**src/rtl/com_feeder_pkg.sv**
```systemverilog
// Shared definitions for the centroid pixel feeder.
//   state_t  : feeder FSM states
//   X_W/Y_W  : coordinate widths seen by center_of_mass
//   CNT_W    : width of the per-frame selected-pixel count
//   CNT_MAX  : saturation value of that count
package com_feeder_pkg;

  localparam int X_W   = 11;
  localparam int Y_W   = 10;
  localparam int CNT_W = 20;

  localparam logic [CNT_W-1:0] CNT_MAX = {CNT_W{1'b1}};

  typedef enum logic [1:0] {
    IDLE  = 2'd0,
    SCAN  = 2'd1,
    DRAIN = 2'd2,
    TAB   = 2'd3
  } state_t;

  function automatic logic [CNT_W-1:0] sat_inc(input logic [CNT_W-1:0] v);
    return (v == CNT_MAX) ? v : v + 1'b1;
  endfunction

endpackage

```
**src/rtl/com_pixel_feeder_raster_counter.sv**
```systemverilog
// Raster x/y position tracker for the pixel feeder.
// Ports:
//   clk_in, rst_in : clock, async active-high reset
//   i_advance      : a pixel is consumed this cycle; step to the next position
//   i_restart      : the current pixel is forced to (0,0)
//   o_x, o_y       : position of the pixel presented this cycle (0 when restarting)
//   o_last         : that pixel is the final pixel of the frame
//   o_home         : stored position is (0,0), independent of i_restart
module raster_counter
  import com_feeder_pkg::*;
#(
  parameter int H_ACTIVE = 1024,
  parameter int V_ACTIVE = 768
) (
  input  logic           clk_in,
  input  logic           rst_in,
  input  logic           i_advance,
  input  logic           i_restart,
  output logic [X_W-1:0] o_x,
  output logic [Y_W-1:0] o_y,
  output logic           o_last,
  output logic           o_home
);

  localparam logic [X_W-1:0] X_LAST = X_W'(H_ACTIVE - 1);
  localparam logic [Y_W-1:0] Y_LAST = Y_W'(V_ACTIVE - 1);

  logic [X_W-1:0] r_x;
  logic [Y_W-1:0] r_y;
  logic           w_x_end;

  assign o_x     = i_restart ? '0 : r_x;
  assign o_y     = i_restart ? '0 : r_y;
  assign w_x_end = (o_x == X_LAST);
  assign o_last  = w_x_end && (o_y == Y_LAST);
  assign o_home  = (r_x == '0) && (r_y == '0);

  // The last pixel wraps both counters so the next frame starts at (0,0).
  always_ff @(posedge clk_in or posedge rst_in) begin
    if (rst_in) begin
      r_x <= '0;
      r_y <= '0;
    end else if (i_advance) begin
      if (w_x_end) begin
        r_x <= '0;
        r_y <= o_last ? '0 : o_y + 1'b1;
      end else begin
        r_x <= o_x + 1'b1;
        r_y <= o_y;
      end
    end else if (i_restart) begin
      r_x <= '0;
      r_y <= '0;
    end
  end

endmodule

```
**src/rtl/com_pixel_feeder.sv**
```systemverilog
// Producer side of the centroid interface: converts a raster pixel stream and
// its threshold mask into (x, y, valid) coordinates, then issues an
// end-of-frame tabulate strobe after a drain gap together with the frame's
// selected-pixel count.
// Ports:
//   clk_in, rst_in          : clock, async active-high reset
//   pixel_valid_in, sof_in  : raster pixel strobe, start-of-frame qualifier
//   mask_in                 : pixel is selected
//   x_out, y_out, valid_out : selected pixel coordinates (1-cycle latency)
//   tabulate_out            : end-of-frame strobe
//   pixel_count_out         : selected pixels of last completed frame
//   count_valid_out         : strobe with tabulate_out
//   frame_abort_out         : frame restarted before completing
// Optional: COM_FEEDER_ROI_EN adds roi_x_min/roi_x_max/roi_y_min/roi_y_max,
// sampled at sof, restricting which masked pixels are emitted and counted.
//
// state | meaning
// IDLE  | waiting for a valid sof pixel
// SCAN  | accepting raster pixels of the current frame
// DRAIN | frame done, counting down the gap before tabulate
// TAB   | one cycle: publish the count and fire tabulate next cycle
module com_pixel_feeder
  import com_feeder_pkg::*;
#(
  parameter int H_ACTIVE     = 1024,
  parameter int V_ACTIVE     = 768,
  parameter int DRAIN_CYCLES = 4
) (
  input  logic             clk_in,
  input  logic             rst_in,
  input  logic             pixel_valid_in,
  input  logic             sof_in,
  input  logic             mask_in,
`ifdef COM_FEEDER_ROI_EN
  input  logic [X_W-1:0]   roi_x_min,
  input  logic [X_W-1:0]   roi_x_max,
  input  logic [Y_W-1:0]   roi_y_min,
  input  logic [Y_W-1:0]   roi_y_max,
`endif
  output logic [X_W-1:0]   x_out,
  output logic [Y_W-1:0]   y_out,
  output logic             valid_out,
  output logic             tabulate_out,
  output logic [CNT_W-1:0] pixel_count_out,
  output logic             count_valid_out,
  output logic             frame_abort_out
);

  localparam int DRAIN_W = $clog2(DRAIN_CYCLES + 1);

  state_t             r_state, w_state_nxt;
  logic [DRAIN_W-1:0] r_drain_cnt;
  logic [CNT_W-1:0]   r_run_cnt;

  logic               w_accept, w_restart, w_abort, w_sel, w_in_roi;
  logic [X_W-1:0]     w_x;
  logic [Y_W-1:0]     w_y;
  logic               w_last, w_home;

  // IDLE only takes a sof pixel; any sof in SCAN restarts the raster.
  assign w_accept  = pixel_valid_in &&
                     ((r_state == SCAN) || ((r_state == IDLE) && sof_in));
  assign w_restart = w_accept && sof_in;
  assign w_abort   = w_restart && (r_state == SCAN) && !w_home;

  raster_counter #(
    .H_ACTIVE (H_ACTIVE),
    .V_ACTIVE (V_ACTIVE)
  ) u_raster (
    .clk_in    (clk_in),
    .rst_in    (rst_in),
    .i_advance (w_accept),
    .i_restart (w_restart),
    .o_x       (w_x),
    .o_y       (w_y),
    .o_last    (w_last),
    .o_home    (w_home)
  );

`ifdef COM_FEEDER_ROI_EN
  logic [X_W-1:0] r_roi_x_min, r_roi_x_max, w_roi_x_min, w_roi_x_max;
  logic [Y_W-1:0] r_roi_y_min, r_roi_y_max, w_roi_y_min, w_roi_y_max;

  // The sof pixel itself must see the bounds presented alongside it.
  assign w_roi_x_min = w_restart ? roi_x_min : r_roi_x_min;
  assign w_roi_x_max = w_restart ? roi_x_max : r_roi_x_max;
  assign w_roi_y_min = w_restart ? roi_y_min : r_roi_y_min;
  assign w_roi_y_max = w_restart ? roi_y_max : r_roi_y_max;
  assign w_in_roi    = (w_x >= w_roi_x_min) && (w_x <= w_roi_x_max) &&
                       (w_y >= w_roi_y_min) && (w_y <= w_roi_y_max);

  always_ff @(posedge clk_in or posedge rst_in) begin
    if (rst_in) begin
      r_roi_x_min <= '0;
      r_roi_x_max <= '0;
      r_roi_y_min <= '0;
      r_roi_y_max <= '0;
    end else if (w_restart) begin
      r_roi_x_min <= roi_x_min;
      r_roi_x_max <= roi_x_max;
      r_roi_y_min <= roi_y_min;
      r_roi_y_max <= roi_y_max;
    end
  end
`else
  assign w_in_roi = 1'b1;
`endif

  assign w_sel = w_accept && mask_in && w_in_roi;

  always_ff @(posedge clk_in or posedge rst_in) begin
    if (rst_in) r_state <= IDLE;
    else        r_state <= w_state_nxt;
  end

  always_comb begin
    w_state_nxt = r_state;
    case (r_state)
      IDLE:    if (w_accept) w_state_nxt = w_last ? DRAIN : SCAN;
      SCAN:    if (w_accept && w_last) w_state_nxt = DRAIN;
      // Counter sits at 1 in the final drain cycle, giving DRAIN_CYCLES cycles.
      DRAIN:   if (r_drain_cnt == DRAIN_W'(1)) w_state_nxt = TAB;
      TAB:     w_state_nxt = IDLE;
      default: w_state_nxt = IDLE;
    endcase
  end

  always_ff @(posedge clk_in or posedge rst_in) begin
    if (rst_in) begin
      r_drain_cnt     <= '0;
      r_run_cnt       <= '0;
      x_out           <= '0;
      y_out           <= '0;
      valid_out       <= 1'b0;
      tabulate_out    <= 1'b0;
      count_valid_out <= 1'b0;
      pixel_count_out <= '0;
      frame_abort_out <= 1'b0;
    end else begin
      valid_out       <= w_sel;
      tabulate_out    <= (r_state == TAB);
      count_valid_out <= (r_state == TAB);
      frame_abort_out <= w_abort;

      if (w_sel) begin
        x_out <= w_x;
        y_out <= w_y;
      end

      if (w_accept && w_last)
        r_drain_cnt <= DRAIN_W'(DRAIN_CYCLES);
      else if (r_state == DRAIN)
        r_drain_cnt <= r_drain_cnt - 1'b1;

      if (r_state == TAB) begin
        pixel_count_out <= r_run_cnt;
        r_run_cnt       <= '0;
      end else if (w_restart) begin
        r_run_cnt <= {{(CNT_W-1){1'b0}}, w_sel};
      end else if (w_sel) begin
        r_run_cnt <= sat_inc(r_run_cnt);
      end
    end
  end

endmodule

```
**config.mk**
```make
export PLATFORM = sky130hd
export DESIGN_NAME = com_pixel_feeder
export DESIGN_NICKNAME = d
export VERILOG_FILES = /design/src/rtl/com_feeder_pkg.sv /design/src/rtl/com_pixel_feeder_raster_counter.sv /design/src/rtl/com_pixel_feeder.sv
export SDC_FILE = /design/constraint.sdc
export NUM_CORES = 1
export LEC_CHECK = 0
export BUFFER_PORTS_ARGS = -buffer_cell sky130_fd_sc_hd__buf_2
export CORE_MARGIN = 1
export CORE_UTILIZATION = 44
export CTS_BUF_LIST = sky130_fd_sc_hd__clkbuf_16
export CTS_CLUSTER_SIZE = 28
export DETAILED_ROUTE_END_ITERATION = 10
export GPL_TIMING_DRIVEN = 1
export PLACE_DENSITY = 0.65
export SKIP_CTS_REPAIR_TIMING = 1
export SYNTH_ARGS = -nofsm -noshare
export SYNTH_HDL_FRONTEND = slang
export SYNTH_SLANG_ARGS = --single-unit
```
**constraint.sdc**
```tcl
create_clock -name clk_in -period 3.3 [get_ports clk_in]
set_clock_uncertainty 0.1 [all_clocks]
set_input_delay 0.99 -clock clk_in [delete_from_list [all_inputs] [get_ports clk_in]]
set_output_delay 0.99 -clock clk_in [all_outputs]
set_load 0.05 [all_outputs]
```
### After elaboration in Yosys (flattened, before gate mapping)

Index checks and enable logic that the tools add are counted.

* add/sub/neg operators: 4
* equal/unequal tests: 11
* multiplexer cells: 18
* reduce and logical (&&, ||, !) cells: 18

Operators with widths (number)
* $mux 20: 4
* $mux 10: 4
* $mux 11: 3
* $add 20x1->20 const B: 1
* $eq 20x20->1 const B: 1
* $add 11x1->11 const B: 1
* $eq 11x10->1 const B: 1
* $logic_not 11->1: 1
* $add 10x1->10 const B: 1
* $eq 10x10->1 const B: 1
* $logic_not 10->1: 1
* $logic_and 1x1->1: 9
* $mux 2: 4
* $pmux 2 s4: 1
* $mux 3: 2
* $eq 2x2->1 const B: 2
* $ne 2x2->1 const B: 2
* $eq 3x1->1 const B: 1
* $ne 3x3->1 const B: 1
* $reduce_and 3->1: 1
* $reduce_bool 3->1: 1
* $sub 3x1->3 const B: 1
* $eq 2x1->1 const B: 1
* $logic_not 2->1: 1
* other kinds (5): 5

* register bits: 90
* input port bits: 5

### Logic depth before layout (Yosys ltp)

* depth in word-level cells: 11
* mapped depth: 12
* gate-level depth less buffers: 11

### By module

From an unflattened synthesis, not the netlist that was laid out.

* cells, all modules: 430
* area total of the unflattened synthesis: 4374.2 µm²

By module, submodules not included
* com_pixel_feeder: instances 1, cells an instance 293, area each 3069.2 µm², sequential area each 1726.7 µm²
* raster_counter: instances 1, cells an instance 137, area each 1305.0 µm², sequential area each 525.5 µm²

### Least setup slack after synthesis

Ideal clock, no wire load.

* path kind: input to register
* start point: in sof_in
* end point: reg r_state[0]
* setup time: 0.079 ns
* arrival: 3.110 ns
* data required time: 3.121 ns
* path slack: 0.011 ns
* stages: 10
* buffers on the path: 2
* cell sequence: buf_2 -> o211ai_2 -> clkbuf_1 -> and2_1 -> ha_1 -> nand2_1 -> nor4_2 -> nand4_2 -> a222oi_1 -> mux2i_1

* cells in the longest elaborated chain, start to end: 10

RTL lines
* from (decl): line com_pixel_feeder.sv:32 `input logic sof_in,`
* $logic_and 1x1->1: line com_pixel_feeder.sv:62 `((r_state == SCAN) || ((r_state == IDLE) && sof_in));`
* $logic_or 1x1->1: line com_pixel_feeder.sv:62
* $logic_and 1x1->1: line com_pixel_feeder.sv:61 `assign w_accept = pixel_valid_in &&`
* $logic_and 1x1->1 *: line com_pixel_feeder.sv:63 `assign w_restart = w_accept && sof_in;`
* $mux 11 *
* via u_raster.o_x[0]: line com_pixel_feeder_raster_counter.sv:19 `output logic [X_W-1:0] o_x,`
* $eq 11x10->1 *: line com_pixel_feeder_raster_counter.sv:34 `assign w_x_end = (o_x == X_LAST);`
* $logic_and 1x1->1 *: line com_pixel_feeder_raster_counter.sv:35 `assign o_last = w_x_end && (o_y == Y_LAST);`
* $mux 2 / $logic_and 1x1->1 (equally long branches): line com_pixel_feeder.sv:119, com_pixel_feeder.sv:120
* $mux 2 / $ne 2x1->1 (equally long branches)
* $pmux 2 s4 / $reduce_and 3->1 (equally long branches)
* to (signal assigned): line com_pixel_feeder.sv:113 `else r_state <= w_state_nxt;`
* to (decl): line com_pixel_feeder.sv:51 `state_t r_state, w_state_nxt;`

The timed path passes the listed nets; every way through them passes the cells marked *. The select of a mux whose other input is x is not followed.
A chain may end at the register's enable or synchronous reset.

### Final worst setup path

* start point: reg r_state[1]
* end point: reg r_state[1]

* cells in the longest elaborated chain, start to end: 11

RTL lines (line)
* $logic_not 2->1: com_pixel_feeder.sv:62
* $logic_and 1x1->1: com_pixel_feeder.sv:62
* $logic_or 1x1->1 *: com_pixel_feeder.sv:62
* $logic_and 1x1->1 *: com_pixel_feeder.sv:61
* $logic_and 1x1->1 *: com_pixel_feeder.sv:63
* $mux 11 *
* via u_raster.o_x[0]: com_pixel_feeder_raster_counter.sv:19
* $eq 11x10->1 *: com_pixel_feeder_raster_counter.sv:34
* $logic_and 1x1->1 *: com_pixel_feeder_raster_counter.sv:35
* $mux 2 / $logic_and 1x1->1 (equally long branches): com_pixel_feeder.sv:119, com_pixel_feeder.sv:120
* $mux 2 / $ne 2x1->1 (equally long branches)
* $pmux 2 s4 / $reduce_and 3->1 (equally long branches)

Marks and branches as above.

==> flow_summary_export.csv <==
group,metric,value,unit
worst_setup_path,crit_chain,"inv_1 > ha_1 > o211ai_2 > and2_1 > ha_1 > nand2_1 > nor4_2 > nand4_2 > a222oi_1 > mux2i_1",
cts,tritoncts,"done",
worst_setup_path,cp-startpoint,"r_state[1]$_DFFE_PP0P_",
cts,cts_root_buf,"clkbuf_16",
yosys,ys_ff_latch,90,
yosys,synth_fp_nets,444,
power_and_ir_drop,total_leakage_power,2.48,nW
cts,h-tree-depth,3,
sta,hold_viol_final,0,
sta,fin_crit_sh,0.924,
yosys,synth_top_area_frac,0.513,
yosys,netlist_area,4390,sq um
worst_setup_path,r2r_start,"r_state[1]$_DFFE_PP0P_",
cts,clkLatencyLatePin,0.34,ns
yosys,synthArstFlopShare,1.00,
final_layout,fillers,927,
final_layout,n_antenna_cell,0,
worst_setup_path,cp_slowest_cell,"a222oi_1",
final_layout,syn2layout_area_growth,16.5,%
yosys,synthFlopType,"dfrtp_1",
status,outcome,"finished, final reports clean",
worst_setup_path,startpoint_type,"flip-flop",
worst_setup_path,worst_setup_path_end_kind,"flip-flop",
final_layout,drive_above_1_share,0.227,
detailed_routing,drtPass1Iterations,4,
sta,worst_pin_slew,0.869,ns
sta,finalSetupViolations,0,
cts,path_clk_slew,0.06,ns
power_and_ir_drop,power-per-cell-area,614,nW/um^2
final_layout,nets,498,
placed_design,dp_hpwl,6920,microns
worst_setup_path,arrival,3.21,ns
flow_run,maxCapViolCount,0,
floorplan,initial_core_util,0.451,
floorplan,boundaryPins,50,
global_route,grt_overflow,0,
global_route,grt_pass1_vias,3311,
detailed_routing,ant_nets,0,
global_route,grt_first_pass_wirelength,16500,microns
yosys,yosysSeqAreaShare,0.513,
sta,rsz0062_at_grt,"false",
floorplan,design.die.area,10400,sq um
yosys,synthTopCellsByArea,"dfrtp_1 (51%), mux2_2 (6.2%), nand2_1 (5.7%), ha_1 (2.8%), nor2_1 (2.8%)",
cts,cts_buffers,9,
detailed_routing,drt-total-wl,9590,microns
detailed_routing,via_per_inst,5.53,
detailed_routing,wire_per_inst,15.4,microns
worst_setup_path,crit_path_frequent_cell,"ha_1",
sta,max_freq,328,MHz
global_route,antenna_found_initial,0,
detailed_routing,route.detailed.drc,0,
yosys,netlist_instances,429,
yosys,syn_avg_cell_area,10.2,sq um
yosys,synthDistinctLibCells,58,
floorplan,dieWidth,102,microns
detailed_routing,drt_iter0_drc,196,
final_layout,regArea,2250,sq um
detailed_routing,vias,3436,
global_route,grt_usage,0.206,
sta,fin_crit,3.05,ns
floorplan,coreArea,9730,sq um
yosys,yosys_warnings,0,
hold_path,hold_start,"y_out[2]$_DFFE_PP0P_",
worst_setup_path,crit_required,3.46,ns
global_route,grt_max_degree,43,
yosys,yosys.area.top_type,"dfrtp_1",
worst_setup_path,slowest_delay,0.47,ns
power_and_ir_drop,power.total,3.14,mW
floorplan,fp-row-count,36,
power_and_ir_drop,vdd_drop_max,0.000301,V
worst_setup_path,worstSetupPathType,"flip-flop to flip-flop",
sta,slew_headroom,0.416,
worst_setup_path,crit_fanout,7,
floorplan,die_h,102,microns
yosys,yosysMostFrequentCell,"dfrtp_1",
cts,clockBufferDepth,2,
sta,setup_tns,0,ns
hold_path,hp-class,"flip-flop to flip-flop",
final_layout,multiInputGateArea,2010,sq um
cts,cts_sinks,90,
sta,drv_slew,0,
placed_design,place_congestion,0.854,
yosys,synth_edf_count,0,
placed_design,port_buffers,49,
yosys,netlist_top_cells_count,"dfrtp_1 (90), nand2_1 (67), nor2_1 (33)",
## metal layers
| metal | vias up | wire [microns] | GRT usage |
|---|---|---|---|
| met5 | - | 0 | 0 |
| met2 | 84 | 4450 | 0.309 |
| met4 | 0 | 119 | 0.0714 |
| met3 | 9 | 448 | 0.0540 |
| li1 | 1653 | - | - |
| met1 | 1690 | 4570 | 0.291 |
## state kept, by name, summed over array words and instances (netlist names)
| signal | cells |
|---|---|
| u_raster.r_y | 10 |
| r_drain_cnt | 3 |
| pixel_count_out | 20 |
| count_valid_out | 1 |
| r_run_cnt | 20 |
| x_out | 11 |
| y_out | 10 |
| frame_abort_out | 1 |
| r_state | 2 |
| valid_out | 1 |
| u_raster.r_x | 11 |
## cell families after synthesis
kind of cell,synth area share
DFF,0.513
buffers and inverters,0.0285
and+or+nand+nor,0.228
muxes,0.0729
xor gates and xnor gates,0.0379
adders and majority gates,0.0285
AOI/OAI and AO/OA,0.0912
## worst paths after layout
check                                    endpoint  slack [ns]  depth (start not counted)
setup reg to reg           r_state[1]$_DFFE_PP0P_        0.25                         10
hold reg to reg              y_out[2]$_DFFE_PP0P_        0.36                          2
min in group asynchronous    x_out[2]$_DFFE_PP0P_        0.57                          2
max in group asynchronous    y_out[1]$_DFFE_PP0P_        1.81                          3
hold / removal               y_out[2]$_DFFE_PP0P_        0.36                          2
setup / recovery           r_state[1]$_DFFE_PP0P_        0.25                         10
## worst max-delay path: cells and delay by family (launching register included)
family	cells	cell delay (ns)
AO/OA/AOI/OAI	2	0.81
adder cells (fa/ha/maj)	2	0.48
buffers and inverters	1	0.10
flip-flops	1	0.39
multiplexers	1	0.26
AND/OR/NAND/NOR	4	0.82
## cells in the final DEF (no fill, tap or decap), types with 6 or more instances in the layout
cell       netlist  routed
xnor2_1         12      12
xor2_1           7       7
inv_1           11      10
nor2_1          33      33
a21oi_1         11      11
mux2_2          24      24
ha_1            10      10
clkbuf_16        0       9
and4_1           8       8
nand2_1         67      67
and3_1           6       6
o21ai_0         19      19
nand3_1         21      21
buf_4            1      12
nor4_1           7       7
nand4_1         14      14
dfrtp_1         90      90
buf_2            4      49
## where the power goes
group / internal, mW / total, mW / leakage [nW] / switching [mW]
clock: 0.514 / 0.957 / 0.128 / 0.443
sequential: 1.21 / 1.30 / 1.23 / 0.0917
combinational: 0.295 / 0.884 / 1.12 / 0.589
total: 2.02 / 3.14 / 2.48 / 1.12
## stage by stage
stage	area [sq um]	instances	setup slack (ns)	utilization	hold slack, ns
6_report	5120	621	0.252	0.526	0.361
4_1_cts	5120	621	0.248	0.526	0.369
5_1_grt	5120	621	0.0588	0.526	0.395
3_3_place_gp	4840	605	0.197	0.497	0.344
3_5_place_dp	4840	605	0.0539	0.497	0.354
2_1_floorplan	4400	429	0.0109	-	0.368
## area by class of cell
| cell class | instances | share of cell area |
|---|---|---|
| Clock buffer | 9 | 0.0440 |
| Timing Repair Buffer | 62 | 0.0695 |
| Sequential cell | 90 | 0.440 |
| Inverter | 12 | 0.00954 |
| Clock inverter | 7 | 0.0105 |
| Tap cell | 133 | 0.0325 |
| Multi-Input combinational cell | 308 | 0.394 |
Power figures use the tool's default switching activity.
